File: src/rtl/bp_pkg.sv
// Definitions shared by both ends of the BytePipe register link: command
// byte layout, the target's register addresses and the initiator state set.
package bp_pkg;

   localparam int BP_CMD_WR_BIT = 7;
   localparam int BP_ADDR_W     = 7;
   localparam int BP_BURST_ADDR = 0;

   // Target register map: the burst-length register lives at the burst address.
   localparam logic [BP_ADDR_W-1:0] BP_REG_BURST_LEN = 7'(BP_BURST_ADDR);

   typedef enum logic [2:0] {
      IDLE,
      SEND_BLEN_CMD,
      SEND_BLEN,
      DISCARD,
      SEND_CMD,
      SEND_DATA,
      RECV
   } bp_init_state_t;

   function automatic logic [7:0] bp_cmd(input logic wr, input logic [BP_ADDR_W-1:0] addr);
      logic [7:0] c;
      c                = {1'b0, addr};
      c[BP_CMD_WR_BIT] = wr;
      return c;
   endfunction

endpackage

File: src/rtl/bp_reg_initiator.sv
// Host-side BytePipe initiator: turns one register request at a time into
// command/data bytes and streams the target's reply bytes back out.
module bp_reg_initiator
   import bp_pkg::*;
#(
   parameter int TIMEOUT_CYCLES = 1024,
   parameter int BURST_ADDR     = BP_BURST_ADDR
) (
   input  logic       i_clk,
   input  logic       i_rst,
   input  logic       i_cg,
   input  logic       i_req_valid,
   output logic       o_req_ready,
   input  logic       i_req_wr,
   input  logic [6:0] i_req_addr,
   input  logic [7:0] i_req_data,
   input  logic [7:0] i_req_len,
   output logic [7:0] o_bp_data,
   output logic       o_bp_valid,
   input  logic       i_bp_ready,
   input  logic [7:0] i_bp_data,
   input  logic       i_bp_valid,
   output logic       o_bp_ready,
   output logic [7:0] o_rsp_data,
   output logic       o_rsp_valid,
   input  logic       i_rsp_ready,
   output logic       o_rsp_last,
   output logic       o_timeout,
   output logic       o_busy
);

   localparam int               CNT_W    = (TIMEOUT_CYCLES > 0) ? $clog2(TIMEOUT_CYCLES + 1) : 1;
   localparam logic             TO_EN    = (TIMEOUT_CYCLES > 0);
   localparam logic [CNT_W-1:0] TO_LAST  = (TIMEOUT_CYCLES > 0) ? CNT_W'(TIMEOUT_CYCLES - 1) : '0;
   localparam logic [7:0]       BLEN_CMD = bp_cmd(1'b1, 7'(BURST_ADDR));

   bp_init_state_t   state, state_nx;
   logic [7:0]       remaining, remaining_nx;
   logic [CNT_W-1:0] tcnt, tcnt_nx;
   logic             wait_tick;

   logic             wr_q;
   logic [6:0]       addr_q;
   logic [7:0]       data_q;
   logic [7:0]       len_q;

   assign o_busy = (state != IDLE);

   // Control state; everything freezes while the clock gate is closed.
   always_ff @(posedge i_clk) begin
      if (i_rst) begin
         state     <= IDLE;
         remaining <= '0;
         tcnt      <= '0;
      end else if (i_cg) begin
         state     <= state_nx;
         remaining <= remaining_nx;
         tcnt      <= tcnt_nx;
      end
   end

   always_ff @(posedge i_clk) begin
      if (o_req_ready && i_req_valid) begin
         wr_q   <= i_req_wr;
         addr_q <= i_req_addr;
         data_q <= i_req_data;
         len_q  <= i_req_len;
      end
   end

   always_comb begin
      state_nx     = state;
      remaining_nx = remaining;
      tcnt_nx      = tcnt;
      wait_tick    = 1'b0;
      o_req_ready  = 1'b0;
      o_bp_data    = 8'h00;
      o_bp_valid   = 1'b0;
      o_bp_ready   = 1'b0;
      o_rsp_data   = 8'h00;
      o_rsp_valid  = 1'b0;
      o_rsp_last   = 1'b0;
      o_timeout    = 1'b0;

      case (state)
         IDLE: begin
            o_req_ready = i_cg;
            if (i_req_valid)
               state_nx = (!i_req_wr && i_req_len >= 8'd2) ? SEND_BLEN_CMD : SEND_CMD;
         end
         SEND_BLEN_CMD: begin
            o_bp_valid = i_cg;
            o_bp_data  = BLEN_CMD;
            if (i_bp_ready) state_nx = SEND_BLEN;
         end
         SEND_BLEN: begin
            o_bp_valid = i_cg;
            o_bp_data  = len_q;
            if (i_bp_ready) state_nx = DISCARD;
         end
         DISCARD: begin
            // The target echoes the old burst-length value; it is dropped here.
            o_bp_ready = i_cg;
            if (i_bp_valid) state_nx  = SEND_CMD;
            else            wait_tick = 1'b1;
         end
         SEND_CMD: begin
            o_bp_valid = i_cg;
            o_bp_data  = bp_cmd(wr_q, addr_q);
            if (i_bp_ready) begin
               if (wr_q) begin
                  state_nx = SEND_DATA;
               end else begin
                  state_nx     = RECV;
                  remaining_nx = (len_q == 8'd0) ? 8'd1 : len_q;
               end
            end
         end
         SEND_DATA: begin
            o_bp_valid = i_cg;
            o_bp_data  = data_q;
            if (i_bp_ready) begin
               state_nx     = RECV;
               remaining_nx = 8'd1;
            end
         end
         RECV: begin
            o_rsp_data  = i_bp_data;
            o_rsp_valid = i_cg && i_bp_valid;
            o_bp_ready  = i_cg && i_rsp_ready;
            o_rsp_last  = i_cg && i_bp_valid && (remaining == 8'd1);
            if (i_bp_valid && i_rsp_ready) begin
               remaining_nx = remaining - 8'd1;
               tcnt_nx      = '0;
               if (remaining == 8'd1) state_nx = IDLE;
            end else if (!i_bp_valid) begin
               wait_tick = 1'b1;
            end
         end
         default: state_nx = IDLE;
      endcase

      // A byte arriving in the same cycle never counts as a wait cycle.
      if (wait_tick && TO_EN) begin
         if (tcnt == TO_LAST) begin
            o_timeout = i_cg;
            state_nx  = IDLE;
         end else begin
            tcnt_nx = tcnt + CNT_W'(1);
         end
      end
      if (state_nx != state) tcnt_nx = '0;
   end

endmodule

File: config.mk
export PLATFORM = sky130hd
export DESIGN_NAME = bp_reg_initiator
export DESIGN_NICKNAME = d
export VERILOG_FILES = /design/src/rtl/bp_pkg.sv /design/src/rtl/bp_reg_initiator.sv
export SDC_FILE = /design/constraint.sdc
export NUM_CORES = 1
export LEC_CHECK = 0
export CORE_MARGIN = 3
export CORE_UTILIZATION = 45
export DETAILED_ROUTE_END_ITERATION = 12
export GPL_TIMING_DRIVEN = 0
export HOLD_SLACK_MARGIN = 0.15
export PLACE_DENSITY_LB_ADDON = 0.12
export SETUP_SLACK_MARGIN = 0.3
export SYNTH_ARGS = -nofsm -noshare
export SYNTH_HDL_FRONTEND = slang
export SYNTH_SLANG_ARGS = --single-unit
File: constraint.sdc
create_clock -name i_clk -period 2.5 [get_ports i_clk]
set_clock_uncertainty 0.15 [all_clocks]
set_input_delay 0.5 -clock i_clk [delete_from_list [all_inputs] [get_ports i_clk]]
set_output_delay 0.5 -clock i_clk [all_outputs]
set_load 0.01 [all_outputs]
Word level (Yosys, flattened, before mapping)
Cells that the tools add are included.
{ "classes": {"order_cmp": 1, "n_reduce_logical": 13, "addsub": 2, "n_mux": 36, "eq_ne": 13} }
{ "ops": {"columns": ["op", "count"], "rows": [
  ["11-bit two-way mux", 5],
  ["8-bit two-way mux", 6],
  ["3-bit two-way mux", 11],
  ["8-bit case mux with 4 select lines", 1],
  ["8-bit case mux with 3 select lines", 1],
  ["3-bit case mux with 7 select lines", 1],
  ["11-bit by 1-bit adder with 11-bit output, second input constant", 1],
  ["11-bit by 10-bit == test with 1-bit output, second input constant", 1],
  ["3-bit == test, second input constant", 3],
  ["8-bit by 1-bit == test with 1-bit output, second input constant", 1],
  ["8-bit by 2-bit >= comparator with 1-bit output, second input constant", 1],
  ["8-bit logical NOT", 1],
  ["1-bit two-way mux", 8],
  ["2-bit != test, second input constant", 4],
  ["8-bit by 1-bit subtractor with 8-bit output, second input constant", 1],
  ["3-bit by 2-bit == test with 1-bit output, second input constant", 2],
  ["1-bit logical AND", 6],
  ["6-bit AND reduction", 1],
  ["3-bit nonzero test", 2],
  ["1-bit case mux with 2 select lines", 2],
  ["4-bit OR reduction", 1],
  ["3-bit by 1-bit == test with 1-bit output, second input constant", 1],
  ["3-bit logical NOT", 1],
  ["3-bit != test", 1],
  ["2 further kinds", 2]
]} }
{ "totals": {"elab_cells": 72, "output_inout_bits": 23, "reg_bits": 46} }

Longest topological paths before layout
{ "logic_depth": {"depth_word": 9, "depth_mapped": 9, "depth_no_buf": 7} }

Least setup slack after synthesis
Ideal clock, no wire load.
{ "synth_path": {"path_kind": "reg2reg", "start": "register state[0]", "end": "register addr_q[0], enable pin", "period_less_slack_ns": 2.565, "slack_ns": -0.065, "required_time_ns": 1.945, "path_buffers": 2, "path_stages_with_launch": 6, "t_arrival_ns": 2.010, "cell_sequence": "dfxtp_1 buf_6 clkbuf_1 nor3_1 nand2_1 nor2_1"} }
{ "synth_between": {"elab_chain_len": 3} }
{ "synth_lines": {"columns": ["element", "line", "text"], "rows": [
  ["start: declaration", "bp_reg_initiator.sv:37", "bp_init_state_t state, state_nx;"],
  ["start signal: assignment", "bp_reg_initiator.sv:56", "state <= state_nx;"],
  ["3-bit logical NOT", "bp_reg_initiator.sv:85", "case (state)"],
  ["1-bit two-way mux", "bp_reg_initiator.sv:85", null],
  ["1-bit logical AND", "bp_reg_initiator.sv:63", "if (o_req_ready && i_req_valid) begin"],
  ["end signal: assignment", "bp_reg_initiator.sv:65", "addr_q <= i_req_addr;"],
  ["end: declaration", "bp_reg_initiator.sv:43", "logic [6:0] addr_q;"]
]} }
Every way passes these cells.
A chain may end at the register's enable or synchronous reset.

Worst setup path in the final report
{ "layout_path": {"start": "register state[2]", "end": "register tcnt[1]"} }
{ "layout_between": {"elab_chain_len": 7, "elab_cells_between_ends": 24, "cone_classes": "7 x eq/ne; 16 x mux; 1 x reduce/logical"} }
{ "layout_lines": {"columns": ["element", "line", "text"], "rows": [
  ["3-bit two-way mux", "bp_reg_initiator.sv:135", "if (remaining == 8'd1) state_nx = IDLE;"],
  ["3-bit two-way mux", "bp_reg_initiator.sv:132", "if (i_bp_valid && i_rsp_ready) begin"],
  ["3-bit case mux with 7 select lines", "bp_reg_initiator.sv:85", null],
  ["3-bit two-way mux", "bp_reg_initiator.sv:145", "if (tcnt == TO_LAST) begin"],
  ["3-bit two-way mux", "bp_reg_initiator.sv:144", "if (wait_tick && TO_EN) begin"],
  ["3-bit != test", "bp_reg_initiator.sv:152", "if (state_nx != state) tcnt_nx = '0;"],
  ["11-bit two-way mux *", "bp_reg_initiator.sv:152", null],
  ["end signal: assignment", "bp_reg_initiator.sv:58", "tcnt <= tcnt_nx;"],
  ["end: declaration", "bp_reg_initiator.sv:39", "logic [CNT_W-1:0] tcnt, tcnt_nx;"]
]} }
Mark *: on every way between the ends. The rest lies on a longest branch, timed or not.

==> results.yml <==
drt:
  detail_route.vias_per_cell: 5.98
  drt-pass1-iter-count: 5
  ant_nets: 0
  drt_wl_total_um: 8600
  dr_total_vias: 2859
  drt-initial-drc-count: 203
  wl_per_cell_um: 18.0
  drc_errors: 0
logic_synthesis:
  yosys_warnings: 0
  synth.ff_latch_count: 46
  synth_edf_count: 24
  synth_most_common_cell: "nand2_1"
  synth_area_sq_mm: 0.00274
  ys_seq_area_share_pct: 42.3
  synthTopCellsByCount: "nand2_1 (39), edfxtp_1 (24), dfxtp_1 (22), nor2_1 (22), a21oi_1 (21)"
  synth_cell_types: 54
  synth_top_area_share_pct: 26.3
  async_flop_share_pct: 0
  synth.area.top_cells: "edfxtp_1 (26%), dfxtp_1 (16%), nand2_1 (5.3%)"
  postSynthCellCount: 302
  syn_nets: 344
  ys.flop_type: "edfxtp_1"
  post-synth-top-area-cell: "edfxtp_1"
  syn_avg_cell_area_sq_um: 9.08
sta:
  rsz0062_at_grt: "true"
  worstMarginPinSlew_ps: 785
  maxSlewHeadroom_pct: 47.7
  fin_crit_ps: 2400
  holdWs_ps: 371
  max_freq_mhz: 416
  final_min_period_over_clock_period_pct: 96.1
  slew_viol_final: 0
  setup_viol: 0
  hold_viol_final: 0
global_routing:
  grt_usage_pct: 23.4
  grt_max_degree: 25
  grt_pass1_vias: 2795
  overflow: 0
  grt_pass1_wl_um: 13400
  antenna_found_initial: 0
power:
  peakVddDrop_mv: 0.283
  power-per-cell-area_mw_per_mm2: 431
  cellLeakagePower_nw: 1.55
placement:
  numPortBuffers: 61
  numPlacedInstances: 435
  routabilityCongestion: 0.924
  place_hpwl_um: 5410
setup_path:
  crit_path_end_kind: "flip-flop"
  crit_path_frequent_cell: "buf_6"
  slowest_stage: "or4b_4"
  crit_required_ps: 2580
  path_cells: "buf_6 > clkinvlp_4 > o21bai_1 > a222oi_1 > or4b_4 > o2bb2ai_4 > buf_6 > o32ai_2"
  slowest_delay_ps: 570
  startpoint_type: "flip-flop"
  path_class: "flip-flop to flip-flop"
  critPathArrivalTime_ps: 2480
  reg2regPathDepth: 8
  crit_fanout: 10
layout:
  layout.cells.non_filler: 478
  area_delta_synth_final_pct: 50.0
  drive_above_1_share_pct: 35.5
  antennaDiodeCount: 0
  nets: 447
run_status:
  outcome: "finished, final reports clean"
floorplan:
  start_util_pct: 48.0
  die_w_um: 84.1
  die_h_um: 84.1
  num_io_pins: 62
  core_area_sq_mm: 0.00571
  dieArea_sq_mm: 0.00707
  fp-row-count: 27
clock_tree:
  clock_latency_ps: 310
  cts.reportedPaths.clkPinSlew_ps: 100
  cts_buffers: 5
  cts_buffer_depth: 2
  cts_tree: "yes"
  cts.sinks: 46
  htreeDepth: 2
  cts-root-buf: "clkbuf_8"
worst_hold_path:
  hold_path_depth: 2
  min_path_type: "flip-flop to flip-flop"
run:
  drv_cap: 0
[worst max-delay path: cells and delay by family (launching register included)]
family,cells,cell delay (ps)
compound gates,4,750
flops,1,330
buf+inv,3,500
simple gates,1,570
[metrics by stage]
stage | setup TNS [ps] | utilization, % | area [sq um] | power (mW) | worst slack, ps
after global routing | 0 | 72.1 | 4120 | 1.85 | 15.6
after detailed placement | -26340 | 60.4 | 3450 | 1.17 | -613
final | 0 | 72.1 | 4120 | 1.77 | 96.5
after global placement | -25040 | 60.4 | 3450 | 1.17 | -590
after floorplan | 0 | - | 2750 | 1.02 | 319
after CTS | 0 | 67.9 | 3870 | 1.73 | 152
[cell usage in the layout (no fill, tap or decap), types with 4 or more instances in the layout]
cell / instances
a211oi_1: 4
a21oi_1: 20
a31oi_1: 5
and3_1: 11
buf_2: 20
buf_4: 29
buf_6: 12
clkbuf_8: 6
clkdlybuf4s50_1: 34
dfxtp_1: 14
dfxtp_2: 6
edfxtp_1: 24
inv_1: 7
mux2i_1: 10
nand2_1: 30
nand2_2: 7
nand2b_1: 5
nand3_1: 7
nor2_1: 18
nor3_1: 8
o21ai_0: 10
o21ai_2: 6
o32ai_2: 9
[registers in the layout, indices dropped and copies added (netlist names)]
| name | flops |
|---|---|
| data_q | 8 |
| remaining | 8 |
| tcnt | 11 |
| len_q | 8 |
| addr_q | 7 |
| wr_q | 1 |
| state | 3 |
[timing repair]
item | CTS | global route
pin swaps | 10 | 16
setup buffers | 19 | 15
gates cloned | 1 | 0
gates resized for setup | 165 | 46
setup endpoints to repair | 63 | 32
hold buffers | 0 | 0
[routing by layer]
metal	GRT usage [%]	up-vias	share of wire (%)
met2	40.7	137	50
met4	9.21	0	2.8
li1	-	1357	-
met5	0	-	0
met1	27.2	1338	39
met3	6.02	27	7.7
[area by class of cell]
type                            instances  area (sq um)
Clock buffer                            5          68.8
Buffer                                 16           185
Tap cell                               72          90.1
Multi-Input combinational cell        231          1740
Fill cell                             430          1590
Sequential cell                        46          1180
Inverter                                9          37.5
Timing Repair Buffer                   96           791
Clock inverter                          3          27.5
[kinds of logic after synthesis]
kind of cell    count (synthesis)  share of synthesized area, %
simple gates                  130                          24.4
buf+inv                        25                          4.33
xor+xnor                        2                         0.639
flops                          46                          42.3
mux                            11                          4.06
fa+ha+maj                       3                          1.37
compound gates                 85                          22.9
[worst paths after layout]
check             slack, ps          from           end
hold / removal          370  remaining[0]  remaining[0]
setup / recovery        100      state[2]       tcnt[1]
setup reg to reg        100      state[2]       tcnt[1]
hold reg to reg         370  remaining[0]  remaining[0]
[report_power, final]
part           internal [mW]  leakage, nW  switching (mW)
sequential             0.824        0.405          0.0169
combinational          0.213         1.10           0.210
clock                  0.208       0.0467           0.302
total                   1.24         1.55           0.529
(Power assumes the default switching activity.)
